<file path="src/rtl/i_mem_loader.sv">
// Byte-stream program loader: receives a length/word/checksum frame and writes it
// into instruction memory while holding the CPU off.
module i_mem_loader #(
  parameter int                ADDR_W    = 8,
  parameter int                DATA_W    = 16,
  parameter logic [ADDR_W-1:0] BASE_ADDR = 8'h00
) (
  input  logic              clk,
  input  logic              rst,
  input  logic              load_req,
  input  logic              in_valid,
  input  logic [7:0]        in_data,
  output logic              in_ready,
  output logic [ADDR_W-1:0] mem_addr,
  output logic [DATA_W-1:0] mem_data,
  output logic              mem_we,
  output logic              cpu_hold,
  output logic              done,
  output logic              err,
  output logic [2:0]        dbg_state
);

  typedef enum logic [2:0] {
    S_IDLE  = 3'd0,
    S_LEN   = 3'd1,
    S_HI    = 3'd2,
    S_LO    = 3'd3,
    S_WRITE = 3'd4,
    S_CHK   = 3'd5,
    S_DONE  = 3'd6,
    S_ERR   = 3'd7
  } state_t;

  state_t      state, state_next;
  logic        start;
  logic        xfer;
  logic        csum_ok;
  logic [8:0]  remaining;
  logic [7:0]  hi_byte;
  logic [7:0]  csum;

  // Stream handshake: a byte moves on a cycle where in_valid && in_ready are both
  // high; in_ready decodes from state alone and in_data is ignored otherwise.
  always_comb begin
    state_next = state;
    in_ready   = 1'b0;
    start      = 1'b0;
    csum_ok    = (in_data == csum);
    case (state)
      S_IDLE, S_ERR: begin
        if (load_req) begin
          state_next = S_LEN;
          start      = 1'b1;
        end
      end
      S_LEN: begin
        in_ready = 1'b1;
        if (in_valid) state_next = S_HI;
      end
      S_HI: begin
        in_ready = 1'b1;
        if (in_valid) state_next = S_LO;
      end
      S_LO: begin
        in_ready = 1'b1;
        if (in_valid) state_next = S_WRITE;
      end
      S_WRITE: begin
        state_next = (remaining == 9'd1) ? S_CHK : S_HI;
      end
      S_CHK: begin
        in_ready = 1'b1;
        if (in_valid) state_next = csum_ok ? S_DONE : S_ERR;
      end
      S_DONE: begin
        state_next = S_IDLE;
      end
      default: state_next = S_IDLE;
    endcase
  end

  assign xfer      = in_valid && in_ready;
  assign dbg_state = state;

  always_ff @(posedge clk) begin
    if (rst) state <= S_IDLE;
    else     state <= state_next;
  end

  always_ff @(posedge clk) begin
    if (rst) begin
      mem_addr  <= BASE_ADDR;
      mem_data  <= '0;
      mem_we    <= 1'b0;
      cpu_hold  <= 1'b0;
      done      <= 1'b0;
      err       <= 1'b0;
      remaining <= '0;
      hi_byte   <= '0;
      csum      <= '0;
    end else begin
      // Registered strobe: high exactly while the FSM sits in WRITE.
      mem_we <= (state_next == S_WRITE);
      if (start) begin
        cpu_hold <= 1'b1;
        done     <= 1'b0;
        err      <= 1'b0;
        mem_addr <= BASE_ADDR;
        csum     <= '0;
      end
      case (state)
        S_LEN: begin
          // A length byte of zero stands for a full 256-word image.
          if (xfer) remaining <= (in_data == 8'd0) ? 9'd256 : {1'b0, in_data};
        end
        S_HI: begin
          if (xfer) begin
            hi_byte <= in_data;
            csum    <= csum ^ in_data;
          end
        end
        S_LO: begin
          if (xfer) begin
            mem_data <= {hi_byte, in_data};
            csum     <= csum ^ in_data;
          end
        end
        S_WRITE: begin
          mem_addr  <= mem_addr + 1'b1;
          remaining <= remaining - 9'd1;
        end
        S_CHK: begin
          if (xfer) begin
            if (csum_ok) begin
              done     <= 1'b1;
              cpu_hold <= 1'b0;
            end else begin
              err <= 1'b1;
            end
          end
        end
        default: ;
      endcase
    end
  end

endmodule

</file>
<file path="config.mk">
export PLATFORM = sky130hd
export DESIGN_NAME = i_mem_loader
export DESIGN_NICKNAME = d
export VERILOG_FILES = /design/src/rtl/i_mem_loader.sv
export SDC_FILE = /design/constraint.sdc
export NUM_CORES = 1
export LEC_CHECK = 0
export CAP_MARGIN = 10
export CORE_MARGIN = 3
export CORE_UTILIZATION = 50
export CTS_CLUSTER_DIAMETER = 150
export DETAILED_ROUTE_END_ITERATION = 7
export HOLD_SLACK_MARGIN = 0.08
export PLACE_DENSITY = 0.78
export SKIP_CTS_REPAIR_TIMING = 1
export SYNTH_ARGS = -nofsm -noshare
export SYNTH_HDL_FRONTEND = slang
export SYNTH_SLANG_ARGS = --single-unit
</file>
<file path="constraint.sdc">
create_clock -name clk -period 2.16 [get_ports clk]
set_input_delay 0.324 -clock clk [delete_from_list [all_inputs] [get_ports clk]]
set_output_delay 0.324 -clock clk [all_outputs]
set_load 0.05 [all_outputs]
</file>
==> metrics.txt, run 1 <==
# TYPE chip_impl_metric gauge
chip_impl_info{name="run_status",value="completed"} 1
chip_impl_metric{name="number_of_standard_cells_after_synthesis",unit=""} 325
chip_impl_info{name="leading_cell_type_in_the_layout_fill_and_taps_excluded",value="nand2_1"} 1
chip_impl_metric{name="wire_per_inst",unit="um"} 14.6
chip_impl_metric{name="clk_pin_slew_worst_paths",unit="ps"} 110
chip_impl_metric{name="die_y",unit="um"} 77.5
chip_impl_metric{name="detail_route.iter0.violations",unit=""} 180
chip_impl_info{name="most_frequent_cells_in_the_layout",value="63 x nand2_1, 56 x dfxtp_1, 41 x clkdlybuf4s50_1"} 1
chip_impl_metric{name="hold_viol_final",unit=""} 0
chip_impl_info{name="end_kind",value="output pin"} 1
chip_impl_metric{name="num-nets-final",unit=""} 387
chip_impl_metric{name="route.detailed.drc",unit=""} 0
chip_impl_metric{name="worst_clock_skew",unit="ps"} 6.84
chip_impl_metric{name="synth.yosys.seq_area_share",unit="%"} 43.9
chip_impl_metric{name="cts.htree.levels",unit=""} 2
chip_impl_metric{name="tns",unit="ps"} 0
chip_impl_metric{name="cap_violations",unit=""} 0
chip_impl_metric{name="pnr_worst_setup_slack",unit="ps"} 270
chip_impl_info{name="critPathTopFamily",value="buffers and inverters"} 1
chip_impl_info{name="hold_path.startpoint",value="hi_byte[7]"} 1
chip_impl_info{name="worstSetupStartpoint",value="mem_addr[2]"} 1
chip_impl_info{name="critical_path.startpoint_type",value="flop"} 1
chip_impl_metric{name="detail_route.vias_per_cell",unit=""} 5.52
chip_impl_metric{name="core_area",unit="um^2"} 4820
chip_impl_metric{name="postRouteWirelength",unit="um"} 6440
chip_impl_metric{name="register_to_register_setup_slack",unit="ps"} 280
chip_impl_metric{name="grt_overflow",unit=""} 0
chip_impl_metric{name="min_period",unit="ps"} 1890
chip_impl_metric{name="max_slew_margin_vs_limit",unit="%"} 64.9
chip_impl_metric{name="num_antenna_cells",unit=""} 0
chip_impl_info{name="critical_path.reg2reg.startpoint",value="remaining[2]"} 1
chip_impl_metric{name="area.growth.synth_to_final",unit="%"} 26.3
chip_impl_metric{name="worst_slew_pin_slew",unit="ps"} 525
chip_impl_metric{name="synth.distinct_cells",unit=""} 52
chip_impl_metric{name="final_replace_weighted_congestion",unit=""} 0.834
chip_impl_metric{name="synth_enable_flop_cells",unit=""} 0
chip_impl_metric{name="initial_antenna_violation_count",unit=""} 0
chip_impl_metric{name="initial_utilization",unit="%"} 53.1
chip_impl_info{name="critPathKind",value="flop to output pin"} 1
chip_impl_metric{name="crit_arrival",unit="ps"} 1570
chip_impl_info{name="synth-main-ff-cell",value="dfxtp_1"} 1
chip_impl_metric{name="critPathRequiredTime",unit="ps"} 1840
chip_impl_metric{name="grt_util_all_layers",unit="%"} 22.2
chip_impl_info{name="path_cells",value="clkdlybuf4s50_1"} 1
chip_impl_metric{name="crit_path_max_incr_delay",unit="ps"} 830
chip_impl_metric{name="design.die.area",unit="um^2"} 6010
chip_impl_metric{name="via_count_of_the_first_global_routing_pass",unit=""} 2280
chip_impl_metric{name="post_route_cells_drive_above_1_share",unit="%"} 10.5
chip_impl_metric{name="placed_cell_area",unit="um^2"} 3130
chip_impl_info{name="tritoncts_clock_tree",value="built"} 1
chip_impl_metric{name="placementRows",unit=""} 25
chip_impl_metric{name="placement.io_buffers",unit=""} 43
chip_impl_metric{name="worstSkewPairLatency",unit="ps"} 320
chip_impl_metric{name="cellLeakagePower",unit="nW"} 1.08
chip_impl_metric{name="final_cells",unit=""} 440
chip_impl_metric{name="finalMaxSlewViolations",unit=""} 0
chip_impl_metric{name="cts-buffers-inserted",unit=""} 5
chip_impl_info{name="grt_setup_unrepaired",value="false"} 1
chip_impl_metric{name="power",unit="W"} 0.00198
chip_impl_metric{name="ant_nets",unit=""} 0
chip_impl_metric{name="vdd_ir_drop_max",unit="mV"} 0.403
chip_impl_info{name="clockRootBuffer",value="clkbuf_8"} 1
chip_impl_metric{name="max_clock_freq",unit="MHz"} 529
chip_impl_info{name="holdCritPathClass",value="flop to flop"} 1
chip_impl_info{name="critical-path-slowest-cell",value="clkdlybuf4s50_1"} 1
chip_impl_metric{name="place_worst_setup_slack",unit="ps"} 185
chip_impl_metric{name="die_w",unit="um"} 77.5
chip_impl_metric{name="grt_pass1_wl",unit="um"} 10800
chip_impl_metric{name="grt_start_max_net_pins",unit=""} 26
chip_impl_metric{name="avgSynthCellArea",unit="um^2"} 7.87
chip_impl_metric{name="power.density_cell_area",unit="nW/um^2"} 612
chip_impl_metric{name="worst-path-max-fanout",unit=""} 5
chip_impl_metric{name="detailedRoute.firstPassIterationCount",unit=""} 5
chip_impl_metric{name="syn-cell-area",unit="um^2"} 2560
chip_impl_metric{name="num_vias",unit=""} 2429
chip_impl_metric{name="ys_async_sr_fraction",unit="%"} 0
chip_impl_metric{name="fin_crit_sh",unit="%"} 87.5
chip_impl_metric{name="final_design_area_no_fill",unit="um^2"} 3230
chip_impl_metric{name="ys_seq_elements",unit=""} 56
chip_impl_metric{name="timing.final.setup_violations",unit=""} 0
chip_impl_metric{name="synth_nets",unit=""} 340
chip_impl_metric{name="boundaryPins",unit=""} 44
chip_impl_metric{name="dp.cells",unit=""} 432
chip_impl_metric{name="crit_buf_inv",unit=""} 1
chip_impl_metric{name="detailedPlacementHpwl",unit="um"} 4590
chip_impl_metric{name="yosys_warnings",unit=""} 0
chip_impl_metric{name="cts.sinks",unit=""} 56
chip_impl_metric{name="cts.path.max_buffers",unit=""} 2
-- cell families after synthesis --
group                      count (synthesis)  share of synthesized area [%]
and+or+nand+nor                          135                           25.4
adders and majority gates                  3                           1.47
DFF                                       56                           43.9
AOI/OAI and AO/OA                         86                           20.7
muxes                                      1                          0.392
buffers and inverters                     36                           5.48
xor gates and xnor gates                   8                           2.74
-- where the power goes --
| part | switching (W) | internal (W) |
|---|---|---|
| logic | 0.000175 | 0.000121 |
| clock network | 0.000370 | 0.000239 |
| registers | 0.0000179 | 0.00105 |
| total | 0.000562 | 0.00141 |
-- path summary, 6_finish.rpt --
kind,to,depth (start not counted)
setup reg to reg,dbg_state[0],4
hold / removal,mem_data[15],2
setup / recovery,mem_addr[2],1
hold reg to reg,mem_data[15],2
-- through the flow --
step                hold WS [ps]  utilization, %
global placement             442            65.0
detailed placement           448            65.0
floorplan                    432               -
finish                       457            67.0
CTS                          463            67.0
global route                 480            67.0
-- tightest hold or removal path, cell delays in order, from the launching register on --
cell and delay, ps:
dfxtp_1 330, nand2_1 50, a21oi_1 50
-- Yosys cell counts, types with 2 or more instances --
| master | instances | share of area, % |
|---|---|---|
| buf_1 | 2 | 0.29 |
| o311ai_0 | 2 | 0.69 |
| and3_1 | 2 | 0.49 |
| buf_2 | 3 | 0.59 |
| nand3b_1 | 3 | 0.88 |
| nand2_1 | 63 | 9.3 |
| o211ai_1 | 2 | 0.59 |
| a31o_2 | 2 | 0.69 |
| o21ai_0 | 16 | 3.1 |
| a31oi_1 | 11 | 2.7 |
| a211oi_1 | 3 | 0.88 |
| nand2b_1 | 2 | 0.49 |
| dfxtp_1 | 56 | 44 |
| xnor2_1 | 8 | 2.7 |
| a21oi_1 | 35 | 6.9 |
| nand4b_1 | 2 | 0.69 |
| nand4_1 | 4 | 0.98 |
| nor3_1 | 8 | 1.6 |
| nor2_1 | 22 | 3.2 |
| nand3_1 | 10 | 2.0 |
| inv_1 | 11 | 1.6 |
| nor3b_1 | 2 | 0.59 |
| clkbuf_1 | 19 | 2.8 |
| ha_1 | 3 | 1.5 |
| or3_1 | 5 | 1.2 |
| o21a_1 | 2 | 0.59 |
| nor4_1 | 2 | 0.49 |
-- area by class of cell --
type,instances,area [um^2]
clock buffers,5,68.8
clock inverters,3,27.5
multi-input cells,233,1290
well taps,67,83.8
repair buffers,65,591
fillers,455,1590
inverters,11,41.3
flip-flops and latches,56,1120
-- flip-flops by register name, indices dropped and copies added (netlist names) --
name and cells:
err 1, mem_data 16, mem_addr 8, cpu_hold 1
done 1, remaining 9, mem_we 1, hi_byte 8
dbg_state 3, csum 8
-- per-layer routing --
layer,global-route usage (%),up-vias,wire length (um)
li1,-,1240,-
met1,29.8,1098,2980
met2,36.5,84,3060
met3,3.94,7,344
met4,6.23,0,60
met5,0,-,0
(Power assumes the default switching activity.)
==> run 2, diff against run 1 <==
--- a/config.mk
+++ b/config.mk
@@ -7,12 +7,14 @@
 export LEC_CHECK = 0
 export CAP_MARGIN = 10
 export CORE_MARGIN = 3
-export CORE_UTILIZATION = 50
+export CORE_UTILIZATION = 45
 export CTS_CLUSTER_DIAMETER = 150
 export DETAILED_ROUTE_END_ITERATION = 7
 export HOLD_SLACK_MARGIN = 0.08
-export PLACE_DENSITY = 0.78
+export PLACE_DENSITY = 0.72
 export SKIP_CTS_REPAIR_TIMING = 1
+export SKIP_LAST_GASP = 1
+export SLEW_MARGIN = 10
 export SYNTH_ARGS = -nofsm -noshare
 export SYNTH_HDL_FRONTEND = slang
 export SYNTH_SLANG_ARGS = --single-unit
==> run 2 against run 1 <==
Compared with the run above: global-route usage down 1.8 points; via count grew 0.86%; hold slack better by 1.4 ps; clock skew is essentially flat; non-clock buffer count did not move; clock power decreased by 5.3%; maximum frequency shrank 5.3%; die area up 10%; first-iteration DRC count grew 23%; critical path depth is 1 higher; power is 1.6% lower; flip-flop and latch count did not move; critical endpoint is now dbg_state[2]; largest power group unchanged.
==> metrics.txt, run 2 (same netlist as run 1, synthesis figures left out) <==
# TYPE chip_impl_metric gauge
chip_impl_info{name="run_status",value="completed"} 1
chip_impl_info{name="largest_register",value="mem_data"} 1
chip_impl_metric{name="placementRows",unit=""} 26
chip_impl_metric{name="grt_util_all_layers",unit="%"} 20.4
chip_impl_metric{name="postLayoutCoreUtil",unit="%"} 60.8
chip_impl_metric{name="cts.sinks",unit=""} 56
chip_impl_info{name="critical_path.reg2reg.startpoint",value="remaining[2]"} 1
chip_impl_info{name="critical-path-slowest-cell",value="clkdlybuf4s50_1"} 1
chip_impl_metric{name="place_worst_setup_slack",unit="ps"} 177
chip_impl_metric{name="via_count_of_the_first_global_routing_pass",unit=""} 2214
chip_impl_metric{name="fin_crit_sh",unit="%"} 92.4
chip_impl_metric{name="worstSkewPairLatency",unit="ps"} 310
chip_impl_info{name="holdCritPathClass",value="flop to flop"} 1
chip_impl_metric{name="max_slew_margin_vs_limit",unit="%"} 62.9
chip_impl_metric{name="route.detailed.drc",unit=""} 0
chip_impl_info{name="tritoncts_clock_tree",value="built"} 1
chip_impl_info{name="critical_path.reg2reg.endpoint",value="dbg_state[0]"} 1
chip_impl_metric{name="min_period",unit="ps"} 2000
chip_impl_info{name="grt_setup_unrepaired",value="false"} 1
chip_impl_metric{name="area.growth.synth_to_final",unit="%"} 26.1
chip_impl_info{name="hold_path.startpoint",value="mem_data[12]"} 1
chip_impl_metric{name="worst_slew_pin_slew",unit="ps"} 554
chip_impl_metric{name="clk_pin_slew_worst_paths",unit="ps"} 100
chip_impl_info{name="clockRootBuffer",value="clkbuf_8"} 1
chip_impl_metric{name="postRouteWirelength",unit="um"} 6510
chip_impl_metric{name="reg2regPathDepth",unit=""} 4
chip_impl_metric{name="die_w",unit="um"} 81.4
chip_impl_metric{name="cellLeakagePower",unit="nW"} 1.07
chip_impl_info{name="critical_path.startpoint_type",value="flop"} 1
chip_impl_metric{name="post_route_cells_drive_above_1_share",unit="%"} 10.2
chip_impl_metric{name="pnr_worst_setup_slack",unit="ps"} 164
chip_impl_metric{name="hold-worst-slack",unit="ps"} 458
chip_impl_metric{name="crit_path_max_incr_delay",unit="ps"} 830
chip_impl_metric{name="cts-buffers-inserted",unit=""} 5
chip_impl_metric{name="boundaryPins",unit=""} 44
chip_impl_metric{name="wire_per_inst",unit="um"} 14.7
chip_impl_metric{name="ant_nets",unit=""} 0
chip_impl_metric{name="initial_antenna_violation_count",unit=""} 0
chip_impl_info{name="critPathKind",value="flop to output pin"} 1
chip_impl_metric{name="dp.cells",unit=""} 435
chip_impl_metric{name="worst_clock_skew",unit="ps"} 6.34
chip_impl_metric{name="detailedPlacementHpwl",unit="um"} 4610
chip_impl_metric{name="crit_arrival",unit="ps"} 1670
chip_impl_metric{name="register_to_register_setup_slack",unit="ps"} 280
chip_impl_metric{name="core_area",unit="um^2"} 5300
chip_impl_metric{name="initial_utilization",unit="%"} 48.2
chip_impl_metric{name="number_of_flip_flops_in_the_largest_register",unit=""} 16
chip_impl_metric{name="worst_hold_path.num_cells",unit=""} 2
chip_impl_metric{name="final_cells",unit=""} 443
chip_impl_metric{name="power.density_cell_area",unit="nW/um^2"} 603
chip_impl_info{name="leading_cell_type_in_the_layout_fill_and_taps_excluded",value="nand2_1"} 1
chip_impl_metric{name="detail_route.vias_per_cell",unit=""} 5.53
chip_impl_metric{name="die_y",unit="um"} 81.4
chip_impl_metric{name="finalMaxSlewViolations",unit=""} 0
chip_impl_metric{name="num_antenna_cells",unit=""} 0
chip_impl_metric{name="num_vias",unit=""} 2450
chip_impl_metric{name="hold_viol_final",unit=""} 0
chip_impl_metric{name="tns",unit="ps"} 0
chip_impl_info{name="path_cells",value="buf_4 -> clkdlybuf4s50_1"} 1
chip_impl_metric{name="grt_pass1_wl",unit="um"} 10600
chip_impl_info{name="end_kind",value="output pin"} 1
chip_impl_metric{name="grt_overflow",unit=""} 0
chip_impl_info{name="biggestRegsByFlops",value="mem_data: 16 flops, remaining: 9 flops"} 1
chip_impl_metric{name="cap_violations",unit=""} 0
chip_impl_metric{name="worst-path-max-fanout",unit=""} 14
chip_impl_metric{name="critPathRequiredTime",unit="ps"} 1840
chip_impl_metric{name="cts.htree.levels",unit=""} 2
chip_impl_metric{name="num-nets-final",unit=""} 387
chip_impl_metric{name="design.die.area",unit="um^2"} 6620
chip_impl_info{name="most_frequent_cells_in_the_layout",value="63 x nand2_1, 56 x dfxtp_1, 41 x clkdlybuf4s50_1"} 1
chip_impl_metric{name="n_fill_cell",unit=""} 501
chip_impl_metric{name="detailedRoute.firstPassIterationCount",unit=""} 4
chip_impl_metric{name="placement.io_buffers",unit=""} 43
chip_impl_metric{name="final_replace_weighted_congestion",unit=""} 0.823
chip_impl_metric{name="cts.path.max_buffers",unit=""} 2
chip_impl_metric{name="max_clock_freq",unit="MHz"} 501
chip_impl_metric{name="detail_route.iter0.violations",unit=""} 221
chip_impl_metric{name="vdd_ir_drop_max",unit="mV"} 0.378
chip_impl_info{name="min_to",value="mem_data[12]"} 1
chip_impl_metric{name="grt_start_max_net_pins",unit=""} 24
chip_impl_metric{name="timing.final.setup_violations",unit=""} 0
==> run 2: changes by cell type in the layout (fill, tap and decap cells not counted) <==
| cell | change |
|---|---|
| clkbuf_1 | +1 |
| inv_8 | -1 |
==> run 2: worst max-delay path by stage <==
stage	from	slack [ps]	endpoint
floorplan	dbg_state[2]	130	mem_addr[7]
global placement	in_valid	210	remaining[0]
detailed placement	in_valid	180	remaining[0]
CTS	dbg_state[2]	170	dbg_state[2]
global route	dbg_state[2]	100	dbg_state[2]
finish	dbg_state[2]	160	dbg_state[2]
==> run 2: where the power goes <==
| part | internal [W] | switching, W |
|---|---|---|
| registers | 0.00105 | 0.0000196 |
| logic | 0.000120 | 0.000174 |
| clock network | 0.000232 | 0.000345 |
==> run 2: cell type report <==
cell class / instances / area (um^2) / share of cell area [%]
Clock buffer: 6 / 72.6 / 2.25
Clock inverter: 2 / 16.3 / 0.504
Inverter: 11 / 41.3 / 1.28
Multi-Input combinational cell: 233 / 1290 / 40.2
Sequential cell: 56 / 1120 / 34.8
Tap cell: 70 / 87.6 / 2.72
Timing Repair Buffer: 65 / 591 / 18.3
==> run 2: worst max-delay path, delay by kind of cell (launching register included) <==
kind,cells,cell delay (ps)
DFF,1,350
buffers and inverters,2,1020
==> run 2: per-stage QoR <==
stage                     area (um^2)  total power, W
after floorplan                  2560         0.00128
after global placement           3140         0.00139
after detailed placement         3140         0.00139
after CTS                        3220         0.00195
after global routing             3220         0.00202
final                            3220         0.00195
==> run 2: metal layers <==
metal | GRT usage [%] | vias to the layer above | part of all wire (%)
met4 | 5.07 | 0 | 0.63
met2 | 32.0 | 55 | 47
met3 | 3.33 | 4 | 5.9
li1 | - | 1238 | -
met5 | 0 | - | 0
met1 | 29.0 | 1153 | 47
